### src/rtl/store_pkg.sv
// Shared types and constants for the store lane packer.
package store_pkg;

    localparam int unsigned BUS_XLEN = 32;
    localparam int unsigned STRB_W   = BUS_XLEN / 8;

    typedef enum logic [1:0] {
        SZ_BYTE    = 2'b00,
        SZ_HALF    = 2'b01,
        SZ_WORD    = 2'b10,
        SZ_ILLEGAL = 2'b11
    } store_size_e;

    typedef enum logic [1:0] {
        S_IDLE,
        S_BEAT0,
        S_BEAT1
    } store_state_e;

    function automatic logic [3:0] size_mask(input store_size_e size);
        case (size)
            SZ_BYTE: size_mask = 4'b0001;
            SZ_HALF: size_mask = 4'b0011;
            SZ_WORD: size_mask = 4'b1111;
            default: size_mask = 4'b0000;
        endcase
    endfunction

endpackage

### src/rtl/store_lane_packer_if.sv
// Store request and data-memory write port bundle; slave is the packer's view.
interface store_lane_packer_if #(
    parameter int unsigned XLEN       = 32,
    parameter int unsigned ADDR_WIDTH = 32
);
    logic                  req_valid;
    logic                  req_ready;
    logic [ADDR_WIDTH-1:0] req_addr;
    logic [XLEN-1:0]       req_data;
    logic [1:0]            req_size;
    logic                  mem_valid;
    logic                  mem_ready;
    logic [ADDR_WIDTH-1:0] mem_addr;
    logic [XLEN-1:0]       mem_wdata;
    logic [XLEN/8-1:0]     mem_wstrb;
    logic                  mem_last;
    logic                  err;

    modport master (
        output req_valid, req_addr, req_data, req_size, mem_ready,
        input  req_ready, mem_valid, mem_addr, mem_wdata, mem_wstrb, mem_last, err
    );

    modport slave (
        input  req_valid, req_addr, req_data, req_size, mem_ready,
        output req_ready, mem_valid, mem_addr, mem_wdata, mem_wstrb, mem_last, err
    );
endinterface

### src/rtl/store_lane_shift.sv
// Combinational lane placement: masks store data to its size and shifts data
// and strobes into an 8-byte window spanning two bus words.
module store_lane_shift
    import store_pkg::*;
(
    input  logic [31:0]  data,
    input  logic [1:0]   off,
    input  store_size_e  size,
    output logic [63:0]  wide_data,
    output logic [7:0]   wide_strb,
    output logic         split
);
    logic [3:0]  mask;
    logic [31:0] masked;

    always_comb begin
        mask   = size_mask(size);
        masked = '0;
        for (int unsigned i = 0; i < 4; i++) begin
            if (mask[i]) masked[i*8 +: 8] = data[i*8 +: 8];
        end
        wide_data = {32'h0, masked} << {off, 3'b000};
        wide_strb = {4'h0, mask} << off;
        split     = |wide_strb[7:4];
    end
endmodule

### src/rtl/store_lane_packer.sv
// Store lane packer: positions SB/SH/SW data on a word-aligned write bus,
// splitting word-crossing stores into two beats. Define STORE_MISALIGN_TRAP_EN
// to reject misaligned half/word stores instead of splitting them.
module store_lane_packer
    import store_pkg::*;
#(
    parameter int unsigned XLEN       = 32,
    parameter int unsigned ADDR_WIDTH = 32
) (
    input  logic clk,
    input  logic rst,
    store_lane_packer_if.slave bus
);
    store_state_e          state_q, state_d;
    logic                  mem_valid_q, mem_valid_d;
    logic [ADDR_WIDTH-1:0] mem_addr_q, mem_addr_d;
    logic [XLEN-1:0]       mem_wdata_q, mem_wdata_d;
    logic [STRB_W-1:0]     mem_wstrb_q, mem_wstrb_d;
    logic                  mem_last_q, mem_last_d;
    logic                  err_q, err_d;
`ifndef STORE_MISALIGN_TRAP_EN
    logic [XLEN-1:0]       b1_wdata_q, b1_wdata_d;
    logic [STRB_W-1:0]     b1_wstrb_q, b1_wstrb_d;
`endif

    store_size_e size;
    logic [63:0] wide_data;
    logic [7:0]  wide_strb;
    logic        split;
    logic        reject;

    assign size = store_size_e'(bus.req_size);

    store_lane_shift u_shift (
        .data      (bus.req_data),
        .off       (bus.req_addr[1:0]),
        .size      (size),
        .wide_data (wide_data),
        .wide_strb (wide_strb),
        .split     (split)
    );

    always_comb begin
        reject = (size == SZ_ILLEGAL);
`ifdef STORE_MISALIGN_TRAP_EN
        if ((size == SZ_HALF && bus.req_addr[0]) ||
            (size == SZ_WORD && bus.req_addr[1:0] != 2'b00)) reject = 1'b1;
`endif
    end

    always_comb begin
        state_d     = state_q;
        mem_valid_d = mem_valid_q;
        mem_addr_d  = mem_addr_q;
        mem_wdata_d = mem_wdata_q;
        mem_wstrb_d = mem_wstrb_q;
        mem_last_d  = mem_last_q;
        err_d       = 1'b0;
`ifndef STORE_MISALIGN_TRAP_EN
        b1_wdata_d  = b1_wdata_q;
        b1_wstrb_d  = b1_wstrb_q;
`endif
        case (state_q)
            S_IDLE: begin
                if (bus.req_valid) begin
                    if (reject) begin
                        err_d = 1'b1;
                    end else begin
                        state_d     = S_BEAT0;
                        mem_valid_d = 1'b1;
                        mem_addr_d  = {bus.req_addr[ADDR_WIDTH-1:2], 2'b00};
                        mem_wdata_d = wide_data[31:0];
                        mem_wstrb_d = wide_strb[3:0];
`ifndef STORE_MISALIGN_TRAP_EN
                        mem_last_d  = !split;
                        b1_wdata_d  = wide_data[63:32];
                        b1_wstrb_d  = wide_strb[7:4];
`else
                        mem_last_d  = 1'b1;
`endif
                    end
                end
            end
            S_BEAT0: begin
                if (bus.mem_ready) begin
`ifndef STORE_MISALIGN_TRAP_EN
                    // beat0 not being last is exactly the split condition
                    if (!mem_last_q) begin
                        state_d     = S_BEAT1;
                        mem_addr_d  = mem_addr_q + ADDR_WIDTH'(4);
                        mem_wdata_d = b1_wdata_q;
                        mem_wstrb_d = b1_wstrb_q;
                        mem_last_d  = 1'b1;
                    end else
`endif
                    begin
                        state_d     = S_IDLE;
                        mem_valid_d = 1'b0;
                    end
                end
            end
`ifndef STORE_MISALIGN_TRAP_EN
            S_BEAT1: begin
                if (bus.mem_ready) begin
                    state_d     = S_IDLE;
                    mem_valid_d = 1'b0;
                end
            end
`endif
            default: begin
                state_d     = S_IDLE;
                mem_valid_d = 1'b0;
            end
        endcase
    end

    always_ff @(posedge clk or posedge rst) begin
        if (rst) begin
            state_q     <= S_IDLE;
            mem_valid_q <= 1'b0;
            mem_addr_q  <= '0;
            mem_wdata_q <= '0;
            mem_wstrb_q <= '0;
            mem_last_q  <= 1'b0;
            err_q       <= 1'b0;
`ifndef STORE_MISALIGN_TRAP_EN
            b1_wdata_q  <= '0;
            b1_wstrb_q  <= '0;
`endif
        end else begin
            state_q     <= state_d;
            mem_valid_q <= mem_valid_d;
            mem_addr_q  <= mem_addr_d;
            mem_wdata_q <= mem_wdata_d;
            mem_wstrb_q <= mem_wstrb_d;
            mem_last_q  <= mem_last_d;
            err_q       <= err_d;
`ifndef STORE_MISALIGN_TRAP_EN
            b1_wdata_q  <= b1_wdata_d;
            b1_wstrb_q  <= b1_wstrb_d;
`endif
        end
    end

    assign bus.req_ready = (state_q == S_IDLE);
    assign bus.mem_valid = mem_valid_q;
    assign bus.mem_addr  = mem_addr_q;
    assign bus.mem_wdata = mem_wdata_q;
    assign bus.mem_wstrb = mem_wstrb_q;
    assign bus.mem_last  = mem_last_q;
    assign bus.err       = err_q;
endmodule

### src/flat_wrapper.sv
// flat-port wrapper written by rule: the top's interface ports become plain ports
module store_lane_packer_flat import store_pkg::*;
#(
    parameter int unsigned XLEN       = 32,
    parameter int unsigned ADDR_WIDTH = 32
)
  (clk, rst, bus_req_valid, bus_req_addr, bus_req_data, bus_req_size, bus_mem_ready, bus_req_ready, bus_mem_valid, bus_mem_addr, bus_mem_wdata, bus_mem_wstrb, bus_mem_last, bus_err);
  store_lane_packer_if #(.XLEN(XLEN), .ADDR_WIDTH(ADDR_WIDTH)) bus_i ();
  input  logic clk;
  input  logic rst;
  input wire logic [$bits(bus_i.req_valid)-1:0] bus_req_valid;
  input wire logic [$bits(bus_i.req_addr)-1:0] bus_req_addr;
  input wire logic [$bits(bus_i.req_data)-1:0] bus_req_data;
  input wire logic [$bits(bus_i.req_size)-1:0] bus_req_size;
  input wire logic [$bits(bus_i.mem_ready)-1:0] bus_mem_ready;
  output wire logic [$bits(bus_i.req_ready)-1:0] bus_req_ready;
  output wire logic [$bits(bus_i.mem_valid)-1:0] bus_mem_valid;
  output wire logic [$bits(bus_i.mem_addr)-1:0] bus_mem_addr;
  output wire logic [$bits(bus_i.mem_wdata)-1:0] bus_mem_wdata;
  output wire logic [$bits(bus_i.mem_wstrb)-1:0] bus_mem_wstrb;
  output wire logic [$bits(bus_i.mem_last)-1:0] bus_mem_last;
  output wire logic [$bits(bus_i.err)-1:0] bus_err;
  assign bus_i.req_valid = bus_req_valid;
  assign bus_i.req_addr = bus_req_addr;
  assign bus_i.req_data = bus_req_data;
  assign bus_i.req_size = bus_req_size;
  assign bus_i.mem_ready = bus_mem_ready;
  assign bus_req_ready = bus_i.req_ready;
  assign bus_mem_valid = bus_i.mem_valid;
  assign bus_mem_addr = bus_i.mem_addr;
  assign bus_mem_wdata = bus_i.mem_wdata;
  assign bus_mem_wstrb = bus_i.mem_wstrb;
  assign bus_mem_last = bus_i.mem_last;
  assign bus_err = bus_i.err;
  store_lane_packer #(.XLEN(XLEN), .ADDR_WIDTH(ADDR_WIDTH)) u_core (.clk(clk), .rst(rst), .bus(bus_i));
endmodule
### config.mk
export PLATFORM = sky130hd
export DESIGN_NAME = store_lane_packer_flat
export DESIGN_NICKNAME = d
export VERILOG_FILES = /design/src/rtl/store_pkg.sv /design/src/rtl/store_lane_packer_if.sv /design/src/rtl/store_lane_shift.sv /design/src/rtl/store_lane_packer.sv /design/src/flat_wrapper.sv
export SDC_FILE = /design/constraint.sdc
export NUM_CORES = 1
export LEC_CHECK = 0
export BUFFER_PORTS_ARGS = -buffer_cell sky130_fd_sc_hd__clkbuf_2
export CORE_UTILIZATION = 30
export DETAILED_ROUTE_END_ITERATION = 10
export PLACE_DENSITY = 0.5
export SYNTH_ARGS = -nofsm -noshare
export SYNTH_HDL_FRONTEND = slang
export SYNTH_SLANG_ARGS = --single-unit
### constraint.sdc
create_clock -name clk -period 3.3 [get_ports clk]
set_input_delay 0.66 -clock clk [delete_from_list [all_inputs] [get_ports clk]]
set_output_delay 0.66 -clock clk [all_outputs]
set_load 0.05 [all_outputs]
==> Yosys cells after proc, flatten, opt, wreduce, memory -nomap -nowiden <==
Cells that the tools add are included.
{ "totals": {"register_bits": 109, "in_bits": 70, "out_inout_bits": 72, "word_cells": 73} }
{ "classes": {"n_addsub": 1, "eq_ne": 11, "shifts": 2, "n_mux": 39, "bitwise": 1, "n_reduce_logical": 10} }
{ "ops": {"columns": ["cell", "count"], "rows": [
  ["32-bit 2-to-1 mux", 8],
  ["32-bit one-hot mux with 2 select lines", 2],
  ["32-bit by 5-bit << shifter with 64-bit output", 1],
  ["32-bit by 3-bit adder with 32-bit output (second input constant)", 1],
  ["8-bit 2-to-1 mux", 4],
  ["4-bit 2-to-1 mux", 4],
  ["4-bit one-hot mux with 3 select lines", 1],
  ["1-bit 2-to-1 mux", 11],
  ["2-bit 2-to-1 mux", 5],
  ["2-bit != test (second input constant)", 5],
  ["5-bit AND reduction", 2],
  ["4-bit one-hot mux with 2 select lines", 1],
  ["4-bit AND reduction", 2],
  ["4-bit by 2-bit << shifter with 8-bit output", 1],
  ["2-bit equality test (second input constant)", 3],
  ["2-bit one-hot mux with 3 select lines", 1],
  ["2-bit by 1-bit equality test with 1-bit output (second input constant)", 2],
  ["2-bit zero test", 2],
  ["4-bit OR reduction", 1],
  ["1-bit one-hot mux with 3 select lines", 1],
  ["3-bit AND reduction", 1],
  ["2-bit by 1-bit != test with 1-bit output (second input constant)", 1],
  ["1-bit one-hot mux with 2 select lines", 1],
  ["2-bit nonzero test", 1],
  ["2 further kinds", 2]
]} }

==> Logic depth before layout (Yosys ltp) <==
{ "depth": {"ltp_word": 8, "depth_mapped": 9, "depth_no_buf": 7} }

==> Cells and area by module <==
From an unflattened synthesis, not the netlist that was laid out.
{ "hier_totals": {"hier_cells": 800, "hier_area_um2": 6491.2} }
{ "modules_own_cells": {"columns": ["module", "instances", "cells_each", "area_each_um2"], "rows": [
  ["store_lane_packer", 1, 611, 5103.6],
  ["store_lane_shift", 1, 189, 1387.6]
]} }

==> Worst setup path after synthesis <==
No wires, ideal clock.
{ "synth_timing": {"path_kind": "register to register", "from": "register u_core.mem_addr_q[2], in the netlist u_core.bus.mem_addr[2]", "to": "register u_core.mem_addr_q[30], in the netlist u_core.bus.mem_addr[30]", "setup_ns": 0.128, "arrival_ns": 2.165, "path_slack_ns": 1.007, "stages_incl_launch_ff": 7, "n_path_buf": 0, "period_less_slack_ns": 2.293, "cell_sequence": "dfrtp_1 -> ha_1 -> and4_1 -> nand3_1 -> nor3_1 -> and4_1 -> nor3_1"} }
{ "synth_between": {"elab_chain_cells": 4} }
{ "synth_lines": {"columns": ["element", "line_no", "text"], "rows": [
  ["start: declaration", "store_lane_packer.sv:16", "logic [ADDR_WIDTH-1:0] mem_addr_q, mem_addr_d;"],
  ["start signal: assignment", "store_lane_packer.sv:133", "mem_addr_q <= mem_addr_d;"],
  ["32-bit by 3-bit adder with 32-bit output", "store_lane_packer.sv:90", "mem_addr_d = mem_addr_q + ADDR_WIDTH'(4);"],
  ["32-bit 2-to-1 mux", "store_lane_packer.sv:88", "if (!mem_last_q) begin"],
  ["32-bit 2-to-1 mux", "store_lane_packer.sv:85", "if (bus.mem_ready) begin"],
  ["32-bit one-hot mux with 2 select lines", "store_lane_packer.sv:63", "case (state_q)"]
]} }
No other way between the ends. The select of a mux whose other input is x is not followed.
A chain may end at the register's enable or synchronous reset.

==> Final worst setup path <==
Ends and elaborated chain as after synthesis.

==> reports/metrics.cfg <==
[sta]
finalSetupViolations = 0
hold_ws_ns = 0.365
skew_ns = 0.0121
relSlewSlack_pct = 45.2
hold_violations = 0
layout_setup_ws_ns = 0.834
worst_pin_slew_ns = 0.816
max_freq_mhz = 406
rsz0062_at_grt = no
post-route-period-util_pct = 74.7
fin_crit_ns = 2.47
fin_tns_setup_ns = 0
slew_viol_final = 0

[clocking]
cts.htree.levels = 3
cts.repair.resized = 0
clockBufferDepth = 2
cts_tree = built
path_clk_slew_ns = 0.08
cts_hold_buffers = 0
post-cts-setup-buffers = 0
clock_sinks = 98
cts_root_buf = clkbuf_16
cts_buffers = 9
clk_latency_ns = 0.35

[drt]
avgViaCountPerCell = 5.58
detail-route-antenna-nets = 0
post-route-drc-count = 0
first_pass_iters = 5
drtIter0Drc = 406
vias = 5405
wirelength_um = 18100
routedWlPerCell_um = 18.7

[global_routing]
antenna_found_initial = 0
overflow = 0
first_global_vias = 4856
grt-busiest-layer = met2
grt_max_degree = 55
grt.total_usage_pct = 19.8
met1_usage_pct = 28.9
grt_util_met2_pct = 29.8
grt_pass1_wl_um = 28100
use_met3_pct = 3.48

[min_path]
worstHoldPathType = primary input to async pin

[place]
place_area_mm2 = 0.00628
io_buffer_count = 139
place.gp.congestion = 0.908
hpwlAfterDp_um = 12900
pre_cts_ws_ns = 0.686

[worst_setup_path]
critPathMaxFanout = 8
endpoint_kind = flop
cp_num_buf_inv = 0
crit_family = simple AND/OR/NAND/NOR gates
critPathRequiredTime_ns = 3.54
critPathLaunch = u_core.bus.mem_addr[2]
r2r-start = u_core.bus.mem_addr[2]
cp_slowest_cell = nor3_1
slowest_delay_ns = 0.76
start_kind = flop
critPathArrivalTime_ns = 2.71
crit_chain = ha_1 -> and4_1 -> nand3_1 -> nor3_1 -> and4_1 -> nor3_1
critPathKind = flop to flop

[logic_synthesis]
synth_area_mm2 = 0.00536
synth.avg_cell_area_um2 = 8.59
synthTopCellsByCount = dfrtp_1, nor2_1, nand2_1
yosysTopAreaCellShare_pct = 45.8
synth_ff_type = dfrtp_1
yosys_warnings = 0
yosys.cell_types.count = 56
yosysTopAreaCell = dfrtp_1
async_reset_ff_share_pct = 100
postSynthCellCount = 624
ys_seq_area_share_pct = 45.8
ys_seq_elements = 98
synth_most_common_cell = dfrtp_1
synth_edf_count = 0
yosys-top-cells-area = dfrtp_1, o21ai_0, nor2_1

[layout]
diodes = 0
fin_area_mm2 = 0.00657
drive_gt1_share_pct = 24.9
n_fill_cell = 1787
final_nets = 814
area_delta_synth_final_pct = 22.5

[floorplanning]
start_util_pct = 30.9
dieHeight_um = 136
die_w_um = 136
rows = 48
dieArea_mm2 = 0.0184
io_pins = 142
core_mm2 = 0.0174

[power]
p_per_area_mw_per_mm2 = 938
ir_drop_mv = 0.419
power_leakage_nw = 2.98

[run_status]
status = finished clean

[run]
max_cap_violations = 0

==> where the power goes <==
| group | switching [W] | leakage [nW] | internal, W |
|---|---|---|---|
| Combinational | 0.00229 | 1.63 | 0.000731 |
| Clock | 0.000523 | 0.137 | 0.000526 |
| Sequential | 0.000462 | 1.21 | 0.00163 |
==> sequential cells by signal, summed over array words and instances, names as in the netlist <==
register              count
u_core.state_q            2
u_core.bus.mem_valid      1
u_core.bus.mem_last       1
u_core.bus.mem_wstrb      4
u_core.bus.mem_addr      30
u_core.b1_wdata_q        24
u_core.b1_wstrb_q         3
u_core.bus.mem_wdata     32
u_core.bus.err            1
==> routing by layer <==
metal	vias up	routed length [um]	share of wire, %
met2	269	8000	44
met4	0	273	1.5
met1	2611	8390	46
met3	23	1460	8.1
li1	2502	-	-
met5	-	0	0
==> final cells by class <==
class	count	area, um^2	area share, %
Clock buffer	9	225	3.43
Clock inverter	7	60.1	0.914
Inverter	10	40.0	0.610
Multi-Input combinational cell	465	2680	40.8
Sequential cell	98	2450	37.3
Tap cell	225	282	4.29
Timing Repair Buffer	155	828	12.6
==> worst register-to-register path: stages (launching register included) <==
cell and delay (ns):
dfrtp_1 0.46, ha_1 0.27, and4_1 0.24, nand3_1 0.26, nor3_1 0.76, and4_1 0.31, nor3_1 0.05
==> cell usage in the layout, fill, tap and decap left out, types with 10 or more instances in the layout <==
cell	instances
nand3_1	13
nor2_1	86
a221oi_1	30
dfrtp_1	98
a21oi_1	36
mux2i_1	10
nand2b_1	10
and3_1	10
nand2_1	78
nor3_1	11
clkbuf_2	139
buf_4	15
o21ai_0	73
==> cell families (layout without fill, tap and decap cells) <==
family	after synthesis	count (layout)	synth area share (%)
and+or+nand+nor	248	248	22.0
adders and majority gates	5	5	1.17
buffers and inverters	62	181	4.74
DFF	98	98	45.8
AOI/OAI and AO/OA	198	198	24.0
other	1	2	0.0700
muxes	12	12	2.29
==> final timing paths <==
check / cells after the start / slack [ns] / to
max: 6 / 0.83 / u_core.bus.mem_addr[30]
min: 2 / 0.37 / u_core.bus.mem_wstrb[3]
max reg2reg: 6 / 0.83 / u_core.bus.mem_addr[30]
min reg2reg: 2 / 0.48 / u_core.b1_wdata_q[15]
max in group asynchronous: 3 / 2.21 / u_core.bus.mem_addr[5]
min in group clk: 2 / 0.48 / u_core.b1_wdata_q[15]
==> stage by stage <==
step           total power [W]  utilization [%]  std cells
5_1_grt                0.00651             37.8        969
4_1_cts                0.00620             37.8        969
2_1_floorplan          0.00427                -        625
3_3_place_gp           0.00510             36.2        953
6_report               0.00616             37.8        969
3_5_place_dp           0.00514             36.2        953
Note: power is estimated with default switching activity, not from simulation.
